### config.mk
export PLATFORM = sky130hd
export DESIGN_NAME = fetch_sequencer
export DESIGN_NICKNAME = d
export VERILOG_FILES = /design/src/rtl/fetch_pkg.sv /design/src/rtl/fetch_watchdog.sv /design/src/rtl/fetch_sequencer.sv
export SDC_FILE = /design/constraint.sdc
export NUM_CORES = 1
export LEC_CHECK = 0
export CAP_MARGIN = 20
export CORE_MARGIN = 3
export CORE_UTILIZATION = 40
export DETAILED_ROUTE_END_ITERATION = 12
export DONT_BUFFER_PORTS = 1
export GPL_TIMING_DRIVEN = 0
export SLEW_MARGIN = 20
export SYNTH_ARGS = -nofsm -noshare
export SYNTH_HDL_FRONTEND = slang
export SYNTH_HIERARCHICAL = 1
export SYNTH_SLANG_ARGS = --single-unit
### constraint.sdc
create_clock -name clk -period 3.15 [get_ports clk]
set_input_delay 0.945 -clock clk [delete_from_list [all_inputs] [get_ports clk]]
set_output_delay 0.945 -clock clk [all_outputs]
set_load 0.05 [all_outputs]
### src/rtl/fetch_pkg.sv
// Shared types and constants for the instruction-fetch sequencer.
// Latency: n/a (declarations only).
// Backpressure: n/a.
package fetch_pkg;

    typedef enum logic [1:0] {
        FETCH = 2'd0,   // request outstanding at PCF
        HOLD  = 2'd1,   // fetched word parked in the buffer while decode stalls
        DRAIN = 2'd2    // redirected mid-wait; finishing the stale request
    } fetch_state_t;

    localparam logic [31:0] NOP_INSTR = 32'h0000_0013;
    localparam logic [31:0] PC_STEP   = 32'd4;

    // IF/ID pipeline register contents
    typedef struct packed {
        logic [31:0] instr;
        logic [31:0] pc;
        logic [31:0] pc_plus4;
        logic        valid;
    } ifid_t;

    // Reset and flush contents of IF/ID: NOP, zero PCs, not valid
    localparam ifid_t IFID_FLUSH = {NOP_INSTR, 32'h0, 32'h0, 1'b0};

endpackage

### src/rtl/fetch_watchdog.sv
// Ack watchdog: counts consecutive unacknowledged request cycles, raises a sticky error.
// Latency: err rises at the edge where the count reaches TIMEOUT_CYCLES.
// Backpressure: none; observation only, never stalls the fetch.
//
// Ports: clk, rst (sync, active high), waiting (req high and no ack this cycle),
//        clear (ack or redirect this cycle), err (sticky until rst).
module fetch_watchdog #(
    parameter int TIMEOUT_CYCLES = 255
) (
    input  logic clk,
    input  logic rst,
    input  logic waiting,
    input  logic clear,
    output logic err
);

    localparam int              CW    = $clog2(TIMEOUT_CYCLES + 1);
    localparam logic [CW-1:0]   LIMIT = CW'(TIMEOUT_CYCLES);

    logic [CW-1:0] cnt_q;
    logic [CW-1:0] cnt_d;

    // Saturate at the limit so a long outage cannot wrap the counter
    always_comb begin
        cnt_d = cnt_q;
        if (clear) begin
            cnt_d = '0;
        end else if (waiting && (cnt_q != LIMIT)) begin
            cnt_d = cnt_q + 1'b1;
        end
    end

    always_ff @(posedge clk) begin
        if (rst) begin
            cnt_q <= '0;
            err   <= 1'b0;
        end else begin
            cnt_q <= cnt_d;
            if (cnt_d == LIMIT) begin
                err <= 1'b1;
            end
        end
    end

endmodule

### src/rtl/fetch_sequencer.sv
// Instruction-fetch controller: owns PCF, runs the imem req/ack handshake, loads IF/ID.
// Latency: one instruction per cycle on zero-wait memory, N+1 cycles with N wait states.
// Backpressure: StallF parks a returned word in a one-entry buffer and drops req until release.
//
// Ports: clk, rst (sync, active high); StallF, PCSrcE, PCTargetE from hazard/execute;
//        imem_req/imem_addr/imem_ack/imem_rdata memory handshake;
//        InstrD, PCD, PCPlus4D, ValidD IF/ID outputs; FetchErr sticky watchdog flag.
// Optional feature macro: FETCH_TIMEOUT_EN (ack watchdog; FetchErr tied low otherwise).
module fetch_sequencer
    import fetch_pkg::*;
#(
    parameter logic [31:0] RESET_PC       = 32'h0000_0000,
    parameter int          TIMEOUT_CYCLES = 255
) (
    input  logic        clk,
    input  logic        rst,
    input  logic        StallF,
    input  logic        PCSrcE,
    input  logic [31:0] PCTargetE,
    output logic        imem_req,
    output logic [31:0] imem_addr,
    input  logic        imem_ack,
    input  logic [31:0] imem_rdata,
    output logic [31:0] InstrD,
    output logic [31:0] PCD,
    output logic [31:0] PCPlus4D,
    output logic        ValidD,
    output logic        FetchErr
);

    if (TIMEOUT_CYCLES < 1) begin : g_bad_timeout
        $error("fetch_sequencer: TIMEOUT_CYCLES must be at least 1");
    end

    fetch_state_t state_q, state_d;
    logic [31:0]  pcf_q, pcf_d;
    logic [31:0]  buf_q, buf_d;     // parked instruction word; its PC is still PCF
    logic [31:0]  redir_q, redir_d; // pending redirect target while draining
    ifid_t        ifid_q, ifid_d;

    logic [31:0]  tgt;
    logic [31:0]  pc_inc;
    logic         ack;

    assign tgt       = PCTargetE & ~32'h3;
    assign pc_inc    = pcf_q + PC_STEP;
    // In DRAIN PCF has not moved yet, so PCF is also the in-flight address
    assign imem_req  = (state_q != HOLD) && !rst;
    assign imem_addr = pcf_q;
    assign ack       = imem_ack && imem_req;

    always_comb begin
        state_d = state_q;
        pcf_d   = pcf_q;
        buf_d   = buf_q;
        redir_d = redir_q;
        ifid_d  = ifid_q;

        case (state_q)
            FETCH: begin
                if (PCSrcE) begin
                    ifid_d = IFID_FLUSH;
                    if (ack) begin
                        pcf_d = tgt;
                    end else begin
                        // Memory may not accept a new address mid-request
                        redir_d = tgt;
                        state_d = DRAIN;
                    end
                end else if (ack) begin
                    if (StallF) begin
                        buf_d   = imem_rdata;
                        state_d = HOLD;
                    end else begin
                        ifid_d = {imem_rdata, pcf_q, pc_inc, 1'b1};
                        pcf_d  = pc_inc;
                    end
                end
            end

            HOLD: begin
                if (PCSrcE) begin
                    ifid_d  = IFID_FLUSH;
                    pcf_d   = tgt;
                    state_d = FETCH;
                end else if (!StallF) begin
                    ifid_d  = {buf_q, pcf_q, pc_inc, 1'b1};
                    pcf_d   = pc_inc;
                    state_d = FETCH;
                end
            end

            DRAIN: begin
                if (PCSrcE) begin
                    redir_d = tgt;
                    ifid_d  = IFID_FLUSH;
                end
                if (ack) begin
                    // Stale word is dropped; the newest redirect wins
                    pcf_d   = PCSrcE ? tgt : redir_q;
                    state_d = FETCH;
                end
            end

            default: begin
                state_d = FETCH;
            end
        endcase
    end

    always_ff @(posedge clk) begin
        if (rst) begin
            state_q <= FETCH;
            pcf_q   <= RESET_PC;
            buf_q   <= '0;
            redir_q <= '0;
            ifid_q  <= IFID_FLUSH;
        end else begin
            state_q <= state_d;
            pcf_q   <= pcf_d;
            buf_q   <= buf_d;
            redir_q <= redir_d;
            ifid_q  <= ifid_d;
        end
    end

    assign InstrD   = ifid_q.instr;
    assign PCD      = ifid_q.pc;
    assign PCPlus4D = ifid_q.pc_plus4;
    assign ValidD   = ifid_q.valid;

`ifdef FETCH_TIMEOUT_EN
    logic wd_waiting;
    logic wd_clear;

    assign wd_waiting = imem_req && !imem_ack;
    assign wd_clear   = ack || PCSrcE;

    fetch_watchdog #(
        .TIMEOUT_CYCLES (TIMEOUT_CYCLES)
    ) u_watchdog (
        .clk     (clk),
        .rst     (rst),
        .waiting (wd_waiting),
        .clear   (wd_clear),
        .err     (FetchErr)
    );
`else
    assign FetchErr = 1'b0;
`endif

endmodule

==> results of run 1 <==
[power by group through the flow]
stage / logic (mW) / clock network (mW) / registers (mW)
2_1_floorplan: 0.520 / 0 / 2.98
3_3_place_gp: 0.726 / 0 / 3.02
3_5_place_dp: 0.731 / 0 / 3.03
4_1_cts: 0.735 / 2.37 / 2.97
5_1_grt: 0.822 / 2.48 / 2.99
6_report: 0.748 / 2.35 / 2.97
[through the flow]
stage                     setup slack, ps  instances
after floorplan                       114       1055
after global placement               -455       1325
after detailed placement             -434       1325
after CTS                            31.5       1357
after global routing                 22.4       1357
final                                 133       1357
[layout make-up]
| class | count | area, µm² |
|---|---|---|
| clock inverters | 14 | 191 |
| well taps | 270 | 338 |
| fillers | 2054 | 11000 |
| inverters | 18 | 67.6 |
| flip-flops and latches | 193 | 3860 |
| plain buffers | 100 | 418 |
| clock buffers | 18 | 439 |
| multi-input cells | 744 | 4140 |
[flip-flops by register name, summed over array words and instances (netlist names)]
name / count
state_q: 2
PCPlus4D: 30
InstrD: 32
redir_q: 32
buf_q: 32
PCD: 32
imem_addr: 32
ValidD: 1
[routing by layer]
layer / track usage [%] / vias up
met3: 9.25 / 32
met5: 0 / -
met2: 36.1 / 387
met4: 5.39 / 0
met1: 35.0 / 3818
li1: - / 3764
[what timing repair did]
item / 4_1_cts / 5_1_grt
resized for setup: 5 / 8
hold buffers: 0 / 0
endpoints found under the setup margin: 2 / 22
[worst max path at each step]
stage	from	end	depth (start not counted)
3_3_place_gp	rst	imem_req	5
2_1_floorplan	rst	imem_req	5
6_report	rst	imem_req	5
4_1_cts	rst	imem_req	5
5_1_grt	state_q[1]	PCD[26]	11
3_5_place_dp	rst	imem_req	5
[placed cells by master, fill, tap and decap left out, types with 14 or more instances in the layout]
cell,instances
sky130_fd_sc_hd__inv_1,17
sky130_fd_sc_hd__clkbuf_1,72
sky130_fd_sc_hd__xnor2_1,15
sky130_fd_sc_hd__nand2_1,188
sky130_fd_sc_hd__clkbuf_16,17
sky130_fd_sc_hd__a221oi_1,30
sky130_fd_sc_hd__buf_2,14
sky130_fd_sc_hd__nand3_1,25
sky130_fd_sc_hd__o21ai_0,35
sky130_fd_sc_hd__o2bb2ai_1,20
sky130_fd_sc_hd__nor2_1,111
sky130_fd_sc_hd__dfxtp_1,193
sky130_fd_sc_hd__a21oi_1,99
sky130_fd_sc_hd__a22oi_1,41
sky130_fd_sc_hd__nor3_1,41
[worst min-delay path: stages (launching register included)]
cell                      delay [ps]
sky130_fd_sc_hd__dfxtp_1         310
sky130_fd_sc_hd__nand2_1          50
sky130_fd_sc_hd__a21oi_1          50
[logic make-up after synthesis]
family,Yosys count,share of synthesized area [%]
buffers and inverters,118,5.61
muxes,6,0.711
and+or+nand+nor,426,22.4
adders and majority gates,4,0.592
other,1,0.0444
AOI/OAI and AO/OA,281,22.2
xor gates and xnor gates,26,2.69
DFF,193,45.7
==> metrics.csv, run 1 <==
metric;value;unit
synth_top_cells_by_area;sky130_fd_sc_hd__dfxtp_1, sky130_fd_sc_hd__nand2_1, sky130_fd_sc_hd__a21oi_1, sky130_fd_sc_hd__nor2_1, sky130_fd_sc_hd__a22oi_1;
die_height;151;µm
cap_viol_max_count;0;
numClockSinks;193;
report.final.slew_viol_count;0;
critical_path_arrival;2070;ps
number_of_buffers_and_inverters_on_the_critical_path;4;
worst-slew-pin-transition;877;ps
crit_family;buffers and inverters;
initial_utilization;41.2;%
min-delay-start;redir_q[14];
final_worst_path_period_share;95.8;%
design.core.area;20500;µm²
slew-limit-headroom;41.3;%
final_layout_size_suffix_gt1_share;6.07;%
rsz0062_at_grt;false;
yosys.cell_count.top_type;sky130_fd_sc_hd__dfxtp_1;
cp_cell_sequence;clkbuf_2 -> clkbuf_4 -> clkbuf_2 -> buf_4 -> nor2_4;
min_path_type;reg -> reg;
firstDrtPassIters;5;
stdcell_area;9450;µm²
critPathLaunchType;input port;
crit_path_class;in -> out;
post_synth_most_frequent_cells;sky130_fd_sc_hd__dfxtp_1, sky130_fd_sc_hd__nand2_1, sky130_fd_sc_hd__nor2_1, sky130_fd_sc_hd__a21oi_1, sky130_fd_sc_hd__clkbuf_1;
rr_startpoint;imem_addr[3];
gr-total-overflow;0;
synthesis.nets;1128;
synth_warnings;6;
crit_top_cell;sky130_fd_sc_hd__clkbuf_2;
routabilityCongestion;0.876;
min_delay_worst_endpoint;redir_q[14];
power.switching;1.98;mW
route.detailed.vias_per_inst;5.90;
worstRegToRegCells;6;
grt_first_pass_wirelength;43200;µm
diodes;0;
detail_route.drc_violations;0;
cts_tree;yes;
status;complete, no violations;
vias;8001;
critical-path-max-stage-delay;300;ps
drt-total-wl;29200;µm
wl_per_cell;21.5;µm
place_area;8790;µm²
yosys_most_used_dff;sky130_fd_sc_hd__dfxtp_1;
critPathSlowestCell;sky130_fd_sc_hd__nor2_4;
rrSetupSlack;190;ps
total_leakage_power;3.21;nW
endpoint_class_of_the_critical_path;primary output;
synthCells;1055;
drtAntennaViolNets;0;
finish.utilization;46.1;%
synth-async-reset-ratio;0;%
share_comb_of_total_power;12.3;%
grt_antenna_before_repair;0;
final_critical_path_required_period;3020;ps
cts-buffers-inserted;17;
vdd_drop_max;0.415;mV
pin_count_of_the_biggest_net_entering_global_routing;19;
timing_hold_violations_final;0;
synth_sequential_area_ratio;45.7;%
dr.max_layer_used;met4;
die_w;151;µm
worst-endpoint-required;2200;ps
rows;52;
synth_edf_count;0;
yosys.cell_types.count;62;
number_of_nets_in_the_finished_design;1147;
io_pins;200;
path_clk_slew;70;ps
max_freq;331;MHz
yosys.area.top_type_share;45.7;%
flow.area_growth_from_synthesis;11.9;%
wirelength_met1;12400;µm
met3WireLength;3660;µm
die-area;22900;µm²
fin_worst_skew;11.0;ps
clock_latency;440;ps
power.density;642;nW/µm²
timing.hold.worst_path_depth;2;
p_seq_share;48.9;%
met2_length;12800;µm
power.switching_fraction;32.6;%
final.hold.worst_slack;457;ps
dp.final_hpwl;21700;µm
mappedNetlistArea;8450;µm²
finalSetupViolations;0;
root_buffer;sky130_fd_sc_hd__clkbuf_16;
grt_use_total;24.8;%
synth.avg_cell_area;8.01;µm²
worstPathMaxFanout;10;
port_buffers;0;
worst_r2r_endpoint;imem_addr[24];
detail_route.iter0.violations;787;
report.power.total;6.07;mW
setup-tns-final;0;ps
cts-root-to-sink-buffers;2;
count_of_state_elements_after_synthesis;193;
first_global_vias;7104;
cts_setup_buffers;0;
cell_internal_pwr;4.09;mW
cts_htree_levels;4;
pwr-share-clk;38.7;%
synth_largest_area_cell;sky130_fd_sc_hd__dfxtp_1;
(Power assumes the default switching activity.)
==> run 2, diff against run 1 <==
- CTS_BUF_LIST: default -> sky130_fd_sc_hd__clkbuf_16
- PLACE_DENSITY: default -> 0.58
==> metrics.csv, run 2 (same netlist as run 1, synthesis figures left out) <==
metric;value;unit
worst-endpoint-required;2200;ps
port_buffers;0;
cp_cell_sequence;clkbuf_2 -> clkbuf_4 -> clkbuf_2 -> buf_4 -> nor2_4;
pin_count_of_the_biggest_net_entering_global_routing;20;
design.core.area;20500;µm²
n_fill_cell;2055;
cts-buffers-inserted;17;
mostFrequentLayoutCells;sky130_fd_sc_hd__dfxtp_1, sky130_fd_sc_hd__nand2_1, sky130_fd_sc_hd__nor2_1;
crit_path_class;in -> out;
worst_r2r_endpoint;imem_addr[6];
worst-slew-pin-transition;864;ps
rr_startpoint;state_q[1];
number_of_buffers_and_inverters_on_the_critical_path;4;
detail_route.iter0.violations;820;
drtAntennaViolNets;0;
die-area;22900;µm²
multi_input_area;4140;µm²
met3_grt_util;10.1;%
min_delay_worst_endpoint;buf_q[1];
flow.area_growth_from_synthesis;11.8;%
rrSetupSlack;210;ps
crit_family;buffers and inverters;
numClockSinks;193;
place_area;8790;µm²
use_met2;36.0;%
critPathSlowestCell;sky130_fd_sc_hd__nor2_4;
power.density;637;nW/µm²
slew-limit-headroom;42.3;%
first_global_vias;7143;
final_critical_path_required_period;3050;ps
initial_utilization;41.2;%
critical-path-max-stage-delay;290;ps
final.hold.worst_slack;455;ps
grt_use_met1;34.6;%
max_freq;328;MHz
cts-root-to-sink-buffers;2;
final_worst_path_period_share;96.7;%
total_leakage_power;3.21;nW
wl_per_cell;21.7;µm
critPathLaunchType;input port;
die_height;151;µm
ctsHoldBuffers;0;
status;complete, no violations;
setup-tns-final;0;ps
critical_path_arrival;2100;ps
gr-max-usage-layer;met2;
p_seq_share;49.4;%
fin_worst_skew;7.72;ps
power.switching_fraction;33.4;%
area.sequential;3860;µm²
diodes;0;
grt_first_pass_wirelength;43500;µm
pwr-share-clk;38.1;%
stdcell_area;9450;µm²
routabilityCongestion;0.922;
io_pins;200;
final_layout_size_suffix_gt1_share;6.16;%
report.final.slew_viol_count;0;
timing_hold_violations_final;0;
vias;7911;
gr-total-overflow;0;
clock_latency;440;ps
worstPathMaxFanout;10;
route.detailed.vias_per_inst;5.83;
min_path_type;reg -> reg;
dp.final_hpwl;21700;µm
cts_tree;yes;
die_w;151;µm
drt-total-wl;29400;µm
power.switching;2.01;mW
path_clk_slew;70;ps
crit_top_cell;sky130_fd_sc_hd__clkbuf_2;
vdd_drop_max;0.342;mV
mostFrequentLayoutCell;sky130_fd_sc_hd__dfxtp_1;
min-delay-start;buf_q[1];
endpoint_class_of_the_critical_path;primary output;
cap_viol_max_count;0;
share_comb_of_total_power;12.5;%
detail_route.drc_violations;0;
finalSetupViolations;0;
number_of_nets_in_the_finished_design;1148;
cts_htree_levels;4;
worstRegToRegCells;8;
grt_use_total;24.9;%
cts_setup_buffers;0;
timing.hold.worst_path_depth;2;
cell_internal_pwr;4.01;mW
place_worst_setup_slack;-472;ps
root_buffer;sky130_fd_sc_hd__clkbuf_16;
rsz0062_at_grt;false;
rows;52;
postLayoutSetupSlackWorst;104;ps
grt_antenna_before_repair;0;
firstDrtPassIters;7;
run 2: cell count changes in the layout (fill, tap and decap cells not counted), sizes merged:
cell / before / now
buf: 22 / 23
inv: 24 / 25
clkinvlp: 2 / 1
clkinv: 3 / 5
bufinv: 3 / 2
clkbuf: 96 / 95
run 2: worst max path at each step:
| stage | depth (start not counted) | slack [ps] | endpoint | start |
|---|---|---|---|---|
| final | 5 | 100 | imem_req | rst |
| after floorplan | 5 | 110 | imem_req | rst |
| after global placement | 5 | -470 | imem_req | rst |
| after CTS | 6 | 40 | imem_addr[24] | imem_addr[3] |
| after detailed placement | 5 | -470 | imem_req | rst |
| after global routing | 11 | 20 | PCD[27] | state_q[1] |
run 2: power by group through the flow:
| stage | logic (mW) | registers [mW] | clock network (mW) |
|---|---|---|---|
| final | 0.754 | 2.97 | 2.29 |
| after global routing | 0.828 | 2.99 | 2.42 |
| after CTS | 0.738 | 2.97 | 2.32 |
| after detailed placement | 0.734 | 3.03 | 0 |
| after global placement | 0.731 | 3.03 | 0 |
| after floorplan | 0.520 | 2.98 | 0 |
run 2: tightest hold or removal path, cell delays in order (launching register included):
cell and delay, ps:
sky130_fd_sc_hd__dfxtp_1 310, sky130_fd_sc_hd__nand2_1 50, sky130_fd_sc_hd__a21oi_1 50
run 2: through the flow:
| stage | utilization, % | cells | power (mW) |
|---|---|---|---|
| final | 46.1 | 1358 | 6.02 |
| after global routing | 46.1 | 1358 | 6.23 |
| after CTS | 46.0 | 1357 | 6.03 |
| after detailed placement | 42.9 | 1325 | 3.76 |
| after global placement | 42.9 | 1325 | 3.76 |
| after floorplan | - | 1055 | 3.50 |
run 2: per-layer routing:
metal / part of all wire (%) / routed length (µm)
met5: 0 / 0
met1: 43 / 12600
met3: 13 / 3730
met4: 1.8 / 516
met2: 43 / 12600
run 2: area by class of cell:
cell class	instances	share of cell area (%)
Buffer	100	4.42
Clock buffer	17	4.50
Clock inverter	15	2.05
Inverter	18	0.715
Multi-Input combinational cell	744	43.8
Sequential cell	193	40.9
Tap cell	270	3.58
Timing Repair Buffer	1	0.0794
run 2: repair_timing:
item,CTS,global route
resized for setup,5,7
endpoints found under the setup margin,1,25
endpoints found under the hold margin,0,0
==> run 3, diff against run 2 <==
- ABC_CLOCK_PERIOD_IN_PS: default -> 3150
- SETUP_SLACK_MARGIN: default -> 0.3
==> metrics.csv, run 3 (same netlist as run 1, synthesis figures left out) <==
metric;value;unit
max_freq;357;MHz
mostFrequentLayoutCells;sky130_fd_sc_hd__nand2_1, sky130_fd_sc_hd__dfxtp_1, sky130_fd_sc_hd__nor2_1;
drt-total-wl;29600;µm
die_height;151;µm
diodes;0;
vdd_drop_max;0.352;mV
detail_route.iter0.violations;780;
worstRegToRegCells;6;
critPathLaunchType;input port;
drtAntennaViolNets;0;
rows;52;
numClockSinks;193;
final_worst_path_period_share;88.9;%
endpoint_class_of_the_critical_path;primary output;
status;complete, no violations;
clock_latency;440;ps
finalSetupViolations;0;
critical_path_arrival;1860;ps
die_w;151;µm
grt_use_total;25.2;%
root_buffer;sky130_fd_sc_hd__clkbuf_16;
worst-endpoint-required;2200;ps
crit_path_class;in -> out;
total_leakage_power;3.29;nW
n_fill_cell;2038;
final_layout_size_suffix_gt1_share;9.07;%
die-area;22900;µm²
gr-total-overflow;0;
first_global_vias;7291;
stdcell_area;9510;µm²
p_seq_share;50.6;%
worst_r2r_endpoint;imem_addr[17];
wl_per_cell;21.7;µm
rrSetupSlack;400;ps
cts_tree;yes;
place_area;8800;µm²
cp-startpoint;rst;
min_path_type;reg -> reg;
detail_route.drc_violations;0;
number_of_nets_in_the_finished_design;1151;
pin_count_of_the_biggest_net_entering_global_routing;20;
report.final.slew_viol_count;0;
mostFrequentLayoutCell;sky130_fd_sc_hd__nand2_1;
cts_htree_levels;4;
initial_utilization;41.2;%
power.switching;2.02;mW
routabilityCongestion;0.921;
rsz0062_at_grt;true;
report.power.total;5.87;mW
grt_first_pass_wirelength;44000;µm
pwr-share-clk;36.4;%
cell_internal_pwr;3.85;mW
ctsHoldBuffers;0;
dp.final_hpwl;21600;µm
power.switching_fraction;34.4;%
worstPathMaxFanout;10;
slew-limit-headroom;42.9;%
port_buffers;0;
cap_viol_max_count;0;
timing_hold_violations_final;0;
path_clk_slew;70;ps
vias;8015;
share_comb_of_total_power;13.0;%
rr_startpoint;imem_addr[11];
worst-slew-pin-transition;856;ps
flow.area_growth_from_synthesis;12.5;%
min_delay_worst_endpoint;redir_q[1];
design.core.area;20500;µm²
cts-root-to-sink-buffers;2;
final_critical_path_required_period;2800;ps
cts-buffers-inserted;17;
power.density;618;nW/µm²
timing.hold.worst_path_depth;2;
min-delay-start;redir_q[1];
route.detailed.vias_per_inst;5.89;
grt_antenna_before_repair;1;
firstDrtPassIters;6;
io_pins;200;
fin_worst_skew;10.2;ps
## run 3: changes by cell type in the layout (fill, tap and decap cells not counted), sizes merged
cell,previous run,this run
bufinv,2,0
clkinvlp,1,3
clkbuf,95,94
buf,23,27
## run 3: worst max-delay path, stage by stage
cell	delay [ps]
sky130_fd_sc_hd__buf_2	150
sky130_fd_sc_hd__buf_6	140
sky130_fd_sc_hd__buf_6	140
sky130_fd_sc_hd__buf_6	150
sky130_fd_sc_hd__nor2_4	310
## run 3: how the worst max path moves through the flow
stage                   endpoint  slack (ps)  cells past startpoint
CTS                     imem_req         120                      5
global route        PCPlus4D[19]         290                      9
global placement         PCD[29]        -250                      8
floorplan               imem_req         320                      5
finish                  imem_req         350                      5
detailed placement       PCD[29]        -210                      8
## run 3: power groups by stage
stage          Sequential (mW)  Clock (mW)  Combinational, mW
6_report                  2.97        2.14              0.765
5_1_grt                   2.99        2.26              0.844
4_1_cts                   2.97        2.16              0.744
3_5_place_dp              3.03           0              0.738
3_3_place_gp              3.03           0              0.734
2_1_floorplan             2.98           0              0.521
## run 3: final cells by class
| cell class | instances | area (µm²) | share of cell area (%) |
|---|---|---|---|
| multi-input combinational | 744 | 4170 | 43.9 |
| sequential | 193 | 3870 | 40.8 |
| buffer | 100 | 454 | 4.78 |
| clock buffer | 17 | 425 | 4.47 |
| tap | 270 | 338 | 3.55 |
| clock inverter | 15 | 145 | 1.53 |
| inverter | 18 | 67.6 | 0.711 |
| timing repair buffer | 4 | 30.0 | 0.316 |
## run 3: through the flow
| stage | util (%) | TNS (ps) | cells | hold slack, ps | setup slack, ps |
|---|---|---|---|---|---|
| floorplan | - | 0 | 1055 | 416 | 324 |
| global placement | 42.9 | -3930 | 1325 | 423 | -253 |
| detailed placement | 42.9 | -2710 | 1325 | 436 | -211 |
| CTS | 45.9 | 0 | 1357 | 446 | 120 |
| global route | 46.4 | 0 | 1361 | 465 | 290 |
| finish | 46.4 | 0 | 1361 | 443 | 349 |
## run 3: metal layers
metal | vias to the layer above | track usage (%) | part of all wire, %
met5 | - | 0 | 0.024
met4 | 2 | 8.02 | 2.0
met3 | 45 | 9.90 | 13
met2 | 389 | 37.0 | 43
met1 | 3792 | 33.8 | 42
li1 | 3787 | - | -
## run 3: timing repair
action                                  in CTS  in global routing
endpoints found under the setup margin      31                 85
buffers inserted                             0                  4
gates resized for setup                     11                 48
endpoints found under the hold margin        0                  0
pin swaps                                    0                  2
